**src/rtl/pipeline_ctrl_pkg.sv**
```systemverilog
// rtl/pipeline_ctrl_pkg.sv - debug FSM encodings and default pipeline geometry
package pipeline_ctrl_pkg;

  localparam logic [1:0] ST_RUN  = 2'd0;
  localparam logic [1:0] ST_HALT = 2'd1;
  localparam logic [1:0] ST_STEP = 2'd2;

  localparam int DEF_STAGES    = 5;
  localparam int DEF_MEM_STAGE = 3;
  localparam int DEF_BR_STAGE  = 2;
  localparam int DEF_REG_AW    = 5;
  localparam int DEF_CNT_W     = 32;

endpackage

```
**src/rtl/pipeline_ctrl_dbg.sv**
```systemverilog
// rtl/pipeline_ctrl_dbg.sv - debug halt/single-step FSM producing the advance qualifier
module pipeline_ctrl_dbg
  import pipeline_ctrl_pkg::*;
(
  input  logic clk,
  input  logic rst,
  input  logic debug_en,
  input  logic debug_step,
  output logic adv
);

  logic [1:0] state_q, state_d;
  logic       step_q, step_d;
  logic       step_rise;

  assign step_d    = debug_step;
  assign step_rise = debug_step & ~step_q;

  always_comb begin
    state_d = state_q;
    case (state_q)
      ST_RUN:  if (debug_en) state_d = ST_HALT;
      ST_HALT: begin
        if (!debug_en)     state_d = ST_RUN;
        else if (step_rise) state_d = ST_STEP;
      end
      ST_STEP: state_d = debug_en ? ST_HALT : ST_RUN;
      default: state_d = ST_RUN;
    endcase
  end

  // A step request only counts from HALT; a level held high never re-triggers.
  assign adv = ((state_q == ST_RUN) && !debug_en) || (state_q == ST_STEP);

  always_ff @(posedge clk or posedge rst) begin
    if (rst) begin
      state_q <= ST_RUN;
      step_q  <= 1'b0;
    end else begin
      state_q <= state_d;
      step_q  <= step_d;
    end
  end

endmodule

```
**src/rtl/pipeline_ctrl.sv**
```systemverilog
// rtl/pipeline_ctrl.sv - per-stage enable/clear/valid generation with hazard priority and perf counters
module pipeline_ctrl
  import pipeline_ctrl_pkg::*;
#(
  parameter int STAGES    = DEF_STAGES,
  parameter int MEM_STAGE = DEF_MEM_STAGE,
  parameter int BR_STAGE  = DEF_BR_STAGE,
  parameter int REG_AW    = DEF_REG_AW,
  parameter int CNT_W     = DEF_CNT_W
) (
  input  logic              clk,
  input  logic              rst,
  input  logic              debug_en,
  input  logic              debug_step,
  input  logic [REG_AW-1:0] id_rs_addr,
  input  logic [REG_AW-1:0] id_rt_addr,
  input  logic              id_rs_used,
  input  logic              id_rt_used,
  input  logic              exe_mem_ren,
  input  logic              exe_wb_wen,
  input  logic [REG_AW-1:0] exe_regw_addr,
  input  logic              br_taken,
  input  logic              mem_busy,
  output logic [STAGES-1:0] stage_en,
  output logic [STAGES-1:0] stage_rst,
  output logic [STAGES-1:0] stage_valid,
  output logic [CNT_W-1:0]  stall_cnt,
  output logic [CNT_W-1:0]  flush_cnt
);

  logic [STAGES-1:0] vld_q, vld_d;
  logic [STAGES-1:0] vld_shift;
  logic [STAGES-1:0] en_c, rst_c;
  logic [CNT_W-1:0]  stall_q, stall_d;
  logic [CNT_W-1:0]  flush_q, flush_d;
  logic              adv;
  logic              rs_hit, rt_hit;
  logic              lu, bt, mb;

  pipeline_ctrl_dbg u_dbg (
    .clk        (clk),
    .rst        (rst),
    .debug_en   (debug_en),
    .debug_step (debug_step),
    .adv        (adv)
  );

  assign rs_hit = id_rs_used & (id_rs_addr == exe_regw_addr);
  assign rt_hit = id_rt_used & (id_rt_addr == exe_regw_addr);

  assign lu = vld_q[1] & vld_q[2] & exe_mem_ren & exe_wb_wen &
              (exe_regw_addr != '0) & (rs_hit | rt_hit);
  assign bt = br_taken & vld_q[BR_STAGE];
  assign mb = mem_busy & vld_q[MEM_STAGE];

  assign vld_shift = {vld_q[STAGES-2:0], 1'b1};

  // Bubble stages are enabled so that the synchronous clear takes effect.
  always_comb begin
    en_c    = '0;
    rst_c   = '0;
    vld_d   = vld_q;
    stall_d = stall_q;
    flush_d = flush_q;
    if (adv) begin
      if (mb) begin
        for (int i = 0; i < STAGES; i++) begin
          if (i == MEM_STAGE + 1) begin
            en_c[i]  = 1'b1;
            rst_c[i] = 1'b1;
            vld_d[i] = 1'b0;
          end else if (i > MEM_STAGE + 1) begin
            en_c[i]  = 1'b1;
            vld_d[i] = vld_shift[i];
          end
        end
        if (~&stall_q) stall_d = stall_q + 1'b1;
      end else if (bt) begin
        for (int i = 0; i < STAGES; i++) begin
          en_c[i] = 1'b1;
          if (i >= 1 && i <= BR_STAGE) begin
            rst_c[i] = 1'b1;
            vld_d[i] = 1'b0;
          end else begin
            vld_d[i] = vld_shift[i];
          end
        end
        if (~&flush_q) flush_d = flush_q + 1'b1;
      end else if (lu) begin
        for (int i = 2; i < STAGES; i++) begin
          en_c[i] = 1'b1;
          if (i == 2) begin
            rst_c[i] = 1'b1;
            vld_d[i] = 1'b0;
          end else begin
            vld_d[i] = vld_shift[i];
          end
        end
        if (~&stall_q) stall_d = stall_q + 1'b1;
      end else begin
        en_c  = '1;
        vld_d = vld_shift;
      end
    end
  end

  assign stage_en    = rst ? '0 : en_c;
  assign stage_rst   = rst ? '1 : rst_c;
  assign stage_valid = vld_q;
  assign stall_cnt   = stall_q;
  assign flush_cnt   = flush_q;

  always_ff @(posedge clk or posedge rst) begin
    if (rst) begin
      vld_q   <= '0;
      stall_q <= '0;
      flush_q <= '0;
    end else begin
      vld_q   <= vld_d;
      stall_q <= stall_d;
      flush_q <= flush_d;
    end
  end

endmodule
```
**config.mk**
```make
export PLATFORM = sky130hd
export DESIGN_NAME = pipeline_ctrl
export DESIGN_NICKNAME = d
export VERILOG_FILES = /design/src/rtl/pipeline_ctrl_pkg.sv /design/src/rtl/pipeline_ctrl_dbg.sv /design/src/rtl/pipeline_ctrl.sv
export SDC_FILE = /design/constraint.sdc
export NUM_CORES = 1
export LEC_CHECK = 0
export ABC_AREA = 1
export BUFFER_PORTS_ARGS = -buffer_cell sky130_fd_sc_hd__buf_4
export CORE_AREA = 8 8 137 139
export DETAILED_ROUTE_END_ITERATION = 8
export DIE_AREA = 0 0 145 147
export PLACE_DENSITY = 0.53
export SYNTH_ARGS = -nofsm -noshare
export SYNTH_HDL_FRONTEND = slang
export SYNTH_SLANG_ARGS = --single-unit
```
**constraint.sdc**
```tcl
create_clock -name clk -period 2.7 [get_ports clk]
set_input_delay 0.54 -clock clk [delete_from_list [all_inputs] [get_ports clk]]
set_output_delay 0.54 -clock clk [all_outputs]
set_load 0.005 [all_outputs]
```
==> impl_results.md, run 1 <==
- Outcome: completed
- Seq cells post-synth: 72
- Tightest Pin Transition: 0.5513 ns
- Ys flop type: dfrtp_1
- Die width: 145 um
- Commonest cells in the netlist: nand2_1, nor2_1, dfrtp_1
- Max incr delay on CP: 0.37 ns
- Post_cts resized: 0
- Cell count after synthesis: 735
- Syn nets: 762
- P per Cell Area: 542.2 mW/mm^2
- Crit-path slowest cell: dfrtp_1
- Core box area: 0.01676 sq mm
- Top cells by area, synth: dfrtp_1, nand2_1, nor2_1
- Routed vias/inst: 4.536
- IO buf count: 103
- Hold Path Sink: u_dbg.step_q
- Count leader, synth: nand2_1
- Maximum clock insertion buffer count: 2
- HPWL after detailed placement: 11670 um
- Post-Route Skew: 0.004864 ns
- CP most frequent cell: nand2_1
- Final setup TNS: 0 ns
- Hold WC Path Type: input port to flip-flop
- Mapped Area: 0.004890 sq mm
- Number of synthesized flops with an enable pin: 0
- Setup slack, reg-to-reg: 0.62 ns
- CTS tree: yes
- Max-cap violations: 0
- Unique masters post-synth: 35
- Fraction of layout instances using a drive strength above 1: 17.72%
- Vias in the first global route: 4717
- Largest net degree at the start of global routing: 39
- Cells on worst reg2reg path: 10
- Cells along the critical path: inv_1 > nand2_1 > nor2_2 > nand2_1 > nor2_1 > buf_4
- P_leak: 3.092 nW
- Worst-Skew Late Latency: 0.34 ns
- CTS root buffer: clkbuf_16
- CTS Hold Bufs: 0
- Initial antenna violation count: 0
- Initial drt markers: 271
- VDD IR max: 0.2889 mV
- Max_slew headroom: 62.96%
- # rows: 48
- Critical Path Source Type: flip-flop
- First-pass GRT wire length: 25250 um
- Sequential fraction of the synthesis area: 36.85%
- Largest area contributor in the netlist: dfrtp_1
- Total global-route track usage: 14.56%
- Final setup vio count: 0
- Drt first pass iters: 4
- HP Start: debug_step
- Critical path type: flip-flop to output port
- H-tree depth: 3
- Synth warn: 0
- Io pins: 104
- WL final: 15300 um
- Grt ovf: 0
- Pre-CTS WS: 0.5545 ns
- Worst path arrival time: 1.64 ns
- Reg-to-Reg End: flush_cnt[3]
- Synthesized area per cell: 6.653 sq um
- Asr flop ratio synth: 100.0%
- Drt drc: 0
- Die height: 147 um
- Clock slew seen by the registers of the worst setup and hold paths: 0.06 ns
- Vias: 4835
- Final Hold Viols: 0
- Starting Density: 29.18%
- Crit share post-route: 80.88%
- Worst path required time: 2.16 ns
- Final Wtd Congestion: 0.8560
- Final antenna-violating net count: 0
- DR WL/cell: 14.35 um
- WHS Path Cells: 1
- Die area: 0.02132 sq mm
- Post-CTS Setup Bufs: 0
- Fin worst setup slack: 0.5161 ns
- Unrepaired setup endpoints after global routing: no
- Fmax: 0.4579 GHz
- Final #Nets: 863
- Critical Path End Type: output port
- Sink Count: 72
- Ant diodes: 0
- P&R area growth vs syn: 27.46%
- Top cell type's share of synthesized area: 36.85%
- Max Transition Viols Final: 0
- Crit path time final: 2.184 ns
- Critical Path Fanout Max: 6
- Num CTS Buffers: 9
- FF-to-FF Start: flush_cnt[0]
## power by group
part | total [mW] | switching, mW | internal, mW
clock network | 1.43 | 0.481 | 0.952
registers | 1.30 | 0.126 | 1.17
logic | 0.647 | 0.371 | 0.275
## layout make-up
type	count	area [sq um]
Inverter	50	193.9
Timing Repair Buffer	111	833.3
Fill cell	1784	10520
Sequential cell	72	1802
Clock buffer	11	252.7
Clock inverter	5	102.6
Multi-Input combinational cell	592	2766
Tap cell	225	281.5
## through the flow
step | power (mW) | area, sq um | std cells | util (%) | hold slack [ns]
after floorplan | 1.661 | 4893 | 735 | - | 0.4094
after global placement | 1.973 | 5877 | 1050 | 35.07 | 0.4281
after detailed placement | 1.977 | 5877 | 1050 | 35.07 | 0.4344
after CTS | 3.432 | 6232 | 1066 | 37.19 | 0.3068
after global routing | 3.553 | 6232 | 1066 | 37.19 | 0.3060
final | 3.379 | 6232 | 1066 | 37.19 | 0.3198
## critical path: cells and delay by family, from the launching register on
family | cells | cell delay, ns
simple gates | 4 | 0.71
flops | 1 | 0.37
buf+inv | 2 | 0.22
## registers in the layout, summed over array words and instances, names as in the netlist
signal / count
flush_cnt: 32
stall_cnt: 32
stage_valid: 5
u_dbg.state_q: 2
u_dbg.step_q: 1
## cells by family after synthesis
kind of cell,count (synthesis),share of synthesized area (%)
and+or+nand+nor,532,46.90
DFF,72,36.85
buffers and inverters,71,6.576
xor gates and xnor gates,40,7.165
AOI/OAI and AO/OA,18,1.996
adders and majority gates,2,0.5117
## layer usage
layer	share of wire (%)	track usage [%]	routed length (um)
met4	1.9	4.261	289
met1	44	17.21	6702
met3	4.5	3.968	689
met2	50	25.30	7620
met5	0	0	0
## placed cells by master, fill, tap and decap left out
| cell | n |
|---|---|
| nor3_2 | 1 |
| nor2_2 | 3 |
| nand2_4 | 1 |
| clkbuf_8 | 2 |
| inv_4 | 1 |
| a21boi_0 | 1 |
| and3_1 | 1 |
| o21ai_0 | 10 |
| nand4_1 | 39 |
| clkinv_1 | 1 |
| dfrtp_1 | 72 |
| clkinv_2 | 1 |
| nand3b_1 | 16 |
| a21oi_1 | 1 |
| nor3_1 | 11 |
| inv_2 | 4 |
| xor2_1 | 22 |
| a21oi_2 | 1 |
| and2_1 | 1 |
| nor4_1 | 2 |
| buf_4 | 111 |
| nand3_2 | 2 |
| nor2_4 | 4 |
| xnor2_1 | 18 |
| nand2_2 | 3 |
| clkbuf_16 | 9 |
| nand3_1 | 15 |
| bufinv_16 | 3 |
| ha_1 | 2 |
| nand2_1 | 339 |
| o22ai_1 | 1 |
| nor2_1 | 91 |
| inv_1 | 43 |
| nor3b_1 | 2 |
| nand4_4 | 1 |
| o21ai_1 | 4 |
| clkinvlp_4 | 2 |
## worst max path at each step
stage | startpoint | to | cells past startpoint
final | u_dbg.state_q[0] | stage_en[0] | 6
after global routing | u_dbg.state_q[1] | stage_en[0] | 7
after CTS | u_dbg.state_q[1] | stage_en[3] | 7
after detailed placement | debug_en | flush_cnt[25] | 10
after global placement | debug_en | flush_cnt[25] | 10
after floorplan | rst | stage_rst[1] | 2
Note: power is estimated with default switching activity, not from simulation.
==> inputs of run 2 (changes only) <==
- clock period: 2.7 -> 1.9 ns (I/O delays scaled with it)
==> run 2 against run 1 <==
  * First-iteration DRC count rose by 23%
  * Critical path depth decreased by 1
  * Register-to-register slack got worse by 0.44 ns
  * Die area did not move
  * Count of clock-buffer cells in the layout is the same
  * Sequential power increased by 39%
  * Non-clock buffer count increased by 48
  * Via count rose by 5.5%
  * Power is 48% higher
  * Highest routed layer unchanged
==> impl_results.md, run 2 (synthesized netlist as in run 1, its figures left out) <==
- Reg-to-Reg End: flush_cnt[0]
- VDD IR max: 0.4688 mV
- Worst path arrival time: 1.44 ns
- Max Transition Viols Final: 0
- Critical Path Source Type: input port
- Setup slack, reg-to-reg: 0.18 ns
- Total global-route track usage: 14.91%
- Fill cell count: 1760
- # rows: 48
- Core box area: 0.01676 sq mm
- Clock slew seen by the registers of the worst setup and hold paths: 0.06 ns
- FF-to-FF Start: flush_cnt[0]
- H-tree depth: 3
- P&R area growth vs syn: 36.75%
- Fraction of layout instances using a drive strength above 1: 23.51%
- P_leak: 3.359 nW
- Vias: 5099
- HPWL after detailed placement: 12160 um
- Final antenna-violating net count: 0
- Critical Path End Type: output port
- Routed vias/inst: 4.577
- Most common cell after layout, fill and taps aside: nand2_1
- Finished Layout Cells: 1114
- Die width: 145 um
- Initial drt markers: 332
- Max-cap violations: 0
- Max_slew headroom: 58.11%
- Final #Nets: 911
- Grt ovf: 0
- Worst path required time: 1.52 ns
- Vias in the first global route: 4949
- Crit path time final: 1.823 ns
- Ant diodes: 0
- Post-Route Skew: 0.01211 ns
- Worst setup endpoint: stage_rst[1]
- CTS tree: yes
- First-pass GRT wire length: 25690 um
- IO buf count: 103
- Critical Path Source: rst
- P per Cell Area: 747.3 mW/mm^2
- Maximum clock insertion buffer count: 2
- Tightest Pin Transition: 0.6283 ns
- Hold WC Path Type: input port to flip-flop
- Unrepaired setup endpoints after global routing: no
- Most frequent cells in the layout: nand2_1, buf_4, nor2_1
- Starting Density: 29.18%
- Crit share post-route: 95.93%
- Sink Count: 72
- DR WL/cell: 14.32 um
- Worst-Skew Late Latency: 0.35 ns
- Final setup vio count: 0
- Die area: 0.02132 sq mm
- Io pins: 104
- Final Wtd Congestion: 0.8570
- Initial antenna violation count: 0
- Num CTS Buffers: 9
- CTS root buffer: clkbuf_16
- Largest net degree at the start of global routing: 48
- Outcome: completed
- Die height: 147 um
- WL final: 15950 um
- Drt drc: 0
- Cells on worst reg2reg path: 9
- Cell Count Post-Placement: 1091
- Fmax: 0.5487 GHz
- Critical path type: input port to output port
- Critical Path Fanout Max: 6
- Final Hold Viols: 0
- Overall power: 4.997 mW
- Drt first pass iters: 4
run 2: cell types whose count changed in the layout (fill, tap and decap cells not counted), sizes merged:
cell / before / now
dlygate4sd3: 0 / 1
clkinvlp: 2 / 1
buf: 111 / 158
clkinv: 2 / 3
run 2: metrics by stage:
step                instance area [sq um]  util [%]  hold WS, ns  setup WS, ns  setup TNS (ns)
floorplan                            4903         -       0.4094       -0.1130         -0.3289
global placement                     6232     37.19       0.3419        0.1410               0
detailed placement                   6232     37.19       0.3381        0.1328               0
CTS                                  6611     39.46       0.1361      0.009373               0
global route                         6686     39.90       0.1362      0.001657               0
finish                               6686     39.90       0.1481       0.07735               0
run 2: timing repair:
item | 4_1_cts | 5_1_grt
hold endpoints to repair | 2 | 0
gates resized for setup | 5 | 11
hold buffers | 1 | 0
pin swaps | 1 | 5
setup endpoints to repair | 2 | 10
setup buffers | 1 | 5
run 2: power by group:
| group | total [mW] | internal (mW) | switching (mW) |
|---|---|---|---|
| clock network | 2.02 | 1.32 | 0.702 |
| logic | 1.17 | 0.538 | 0.630 |
| registers | 1.81 | 1.67 | 0.138 |
| total | 5.00 | 3.53 | 1.47 |
run 2: worst max-delay path: stages:
cell and delay (ns):
dlygate4sd3_1 0.53, buf_4 0.16, clkinvlp_4 0.16, o21ai_2 0.08
buf_4 0.13
run 2: how the worst min path moves through the flow:
stage | cells past startpoint | from | end
final | 1 | debug_step | u_dbg.step_q
after global routing | 1 | debug_step | u_dbg.step_q
after CTS | 1 | debug_step | u_dbg.step_q
after detailed placement | 2 | rst | stage_valid[4]
after global placement | 2 | rst | stage_valid[3]
after floorplan | 1 | u_dbg.step_q | u_dbg.state_q[1]
run 2: cell type report:
cell class	instances	area, sq um	share of cell area [%]
clock buffer	11	242.7	3.630
clock inverter	5	103.9	1.553
inverter	50	193.9	2.900
multi-input combinational	592	2821	42.20
sequential	72	1802	26.95
tap	225	281.5	4.210
timing repair buffer	159	1241	18.56
run 2: routing by layer:
metal | part of all wire [%] | track usage [%] | up-vias
met5 | 0 | 0 | -
met4 | 2.0 | 5.786 | 0
met3 | 4.8 | 3.107 | 22
met2 | 48 | 24.93 | 111
met1 | 45 | 18.47 | 2340
li1 | - | - | 2626
==> inputs of run 3 (changes only) <==
- CORE_AREA: 8 8 137 139 -> 8 8 108 110
- DIE_AREA: 0 0 145 147 -> 0 0 116 118
- PLACE_DENSITY: 0.53 -> 0.79
==> run 3 against run 2 <==
  * Global-route usage grew 6.1 points
  * Hold slack worse by 0.014 ns
  * Wire length decreased by 11%
  * Design area is 6.0% lower
  * Power is 15% lower
  * Register-to-register slack about the same
  * Worst setup slack got worse by 0.048 ns
  * Critical path type is now flip-flop to output port
==> impl_results.md, run 3 (synthesized netlist as in run 1, its figures left out) <==
- Outcome: completed
- Fin worst setup slack: 0.02947 ns
- Crit path time final: 1.871 ns
- Worst path arrival time: 1.49 ns
- Final Instance Area: 0.006287 sq mm
- Die area: 0.01369 sq mm
- Cells on worst reg2reg path: 9
- Largest net degree at the start of global routing: 36
- Hold Slack: 0.1342 ns
- CTS tree: yes
- Num CTS Buffers: 9
- Starting Density: 48.90%
- Most frequent cells in the layout: nand2_1, buf_4, nor2_1
- IO buf count: 103
- Core box area: 0.01000 sq mm
- Drt first pass iters: 5
- WL final: 14230 um
- CTS root buffer: clkbuf_8
- Die width: 116 um
- Final antenna-violating net count: 0
- Crit-path slowest cell: dfrtp_1
- Crit share post-route: 98.45%
- Maximum clock insertion buffer count: 2
- Vias: 5164
- Hold Path Sink: u_dbg.step_q
- Worst path required time: 1.52 ns
- Max Transition Viols Final: 0
- First-pass GRT wire length: 23520 um
- Grt ovf: 0
- Sink Count: 72
- Overall power: 4.259 mW
- Max_slew headroom: 69.60%
- Total global-route track usage: 21.03%
- Final #Nets: 894
- Routed vias/inst: 5.123
- Fraction of layout instances using a drive strength above 1: 22.71%
- Most common cell after layout, fill and taps aside: nand2_1
- Worst-Skew Late Latency: 0.36 ns
- HPWL after detailed placement: 10850 um
- Hold WC Path Type: input port to flip-flop
- Critical Path Source Type: flip-flop
- Final Wtd Congestion: 0.9522
- WHS Path Cells: 1
- Placed Area: 0.005966 sq mm
- HP Start: debug_step
- Initial drt markers: 289
- Critical Path Fanout Max: 3
- Ant diodes: 0
- P&R area growth vs syn: 28.58%
- Cells along the critical path: and3_1 > nand3_1 > inv_1 > nand2_2 > nand2_1 > nand2_1 > nand2_2 > buf_4
- Critical path type: flip-flop to output port
- Initial antenna violation count: 0
- Post-Route Skew: 0.01234 ns
- Io pins: 104
- Final Hold Viols: 0
- Final setup vio count: 0
- Max incr delay on CP: 0.38 ns
- VDD IR max: 0.5413 mV
- Vias in the first global route: 4937
- Max-cap violations: 0
- H-tree depth: 3
- Critical Path End Type: output port
- Reg-to-Reg End: flush_cnt[16]
- Tightest Pin Transition: 0.4525 ns
- Pre-CTS WS: 0.1353 ns
- FF-to-FF Start: flush_cnt[12]
- Drt drc: 0
- Die height: 118 um
- P_leak: 3.194 nW
- Fmax: 0.5346 GHz
- Setup slack, reg-to-reg: 0.17 ns
- # rows: 37
- DR WL/cell: 14.11 um
- Clock slew seen by the registers of the worst setup and hold paths: 0.08 ns
- P per Cell Area: 677.4 mW/mm^2
[run 3: worst max path at each step]
| stage | endpoint | cells after the start | slack, ns | startpoint |
|---|---|---|---|---|
| finish | stage_rst[2] | 8 | 0.03 | stage_valid[1] |
| global route | stage_en[0] | 7 | -0.02 | stage_valid[1] |
| CTS | stage_en[1] | 7 | 0.004 | u_dbg.state_q[0] |
| detailed placement | flush_cnt[14] | 9 | 0.14 | flush_cnt[7] |
| global placement | stage_en[1] | 11 | 0.16 | exe_regw_addr[4] |
| floorplan | stage_rst[1] | 2 | -0.11 | rst |
[run 3: per-stage QoR]
stage                     util (%)  setup TNS [ns]  std cells
after detailed placement     59.66               0        983
after global placement       59.66               0        983
after floorplan                  -         -0.3289        735
final                        62.88               0       1008
after CTS                    61.82               0       1000
after global routing         62.88        -0.05945       1008
[run 3: worst max-delay path: cells and delay by family (launching register included)]
family	cells	cell delay, ns
and+or+nand+nor	6	0.55
DFF	1	0.38
buffers and inverters	2	0.22
[run 3: report_power, final]
part / switching, mW / total (mW) / internal, mW
clock network: 0.623 / 1.26 / 0.636
logic: 0.631 / 1.19 / 0.562
registers: 0.141 / 1.81 / 1.67
[run 3: what timing repair did]
item | 4_1_cts | 5_1_grt
gates resized for setup | 5 | 15
buffers inserted | 1 | 8
endpoints found under the hold margin | 0 | 0
endpoints found under the setup margin | 2 | 24
hold buffers | 0 | 0
pin swaps | 1 | 3
[run 3: cell type report]
type	instances	area, sq um
Tap cell	136	170.2
Clock buffer	10	137.6
Multi-Input combinational cell	592	2826
Inverter	50	196.4
Sequential cell	72	1803
Fill cell	944	3712
Timing Repair Buffer	142	1095
Clock inverter	6	58.81
[run 3: per-layer routing]
metal	track usage, %	wire [um]	share of wire [%]	vias to the layer above
met4	8.354	341	2.4	0
met2	35.43	7086	50	143
met3	3.335	762	5.4	32
met5	0	0	0	-
met1	25.92	6036	42	2404
li1	-	-	-	2585
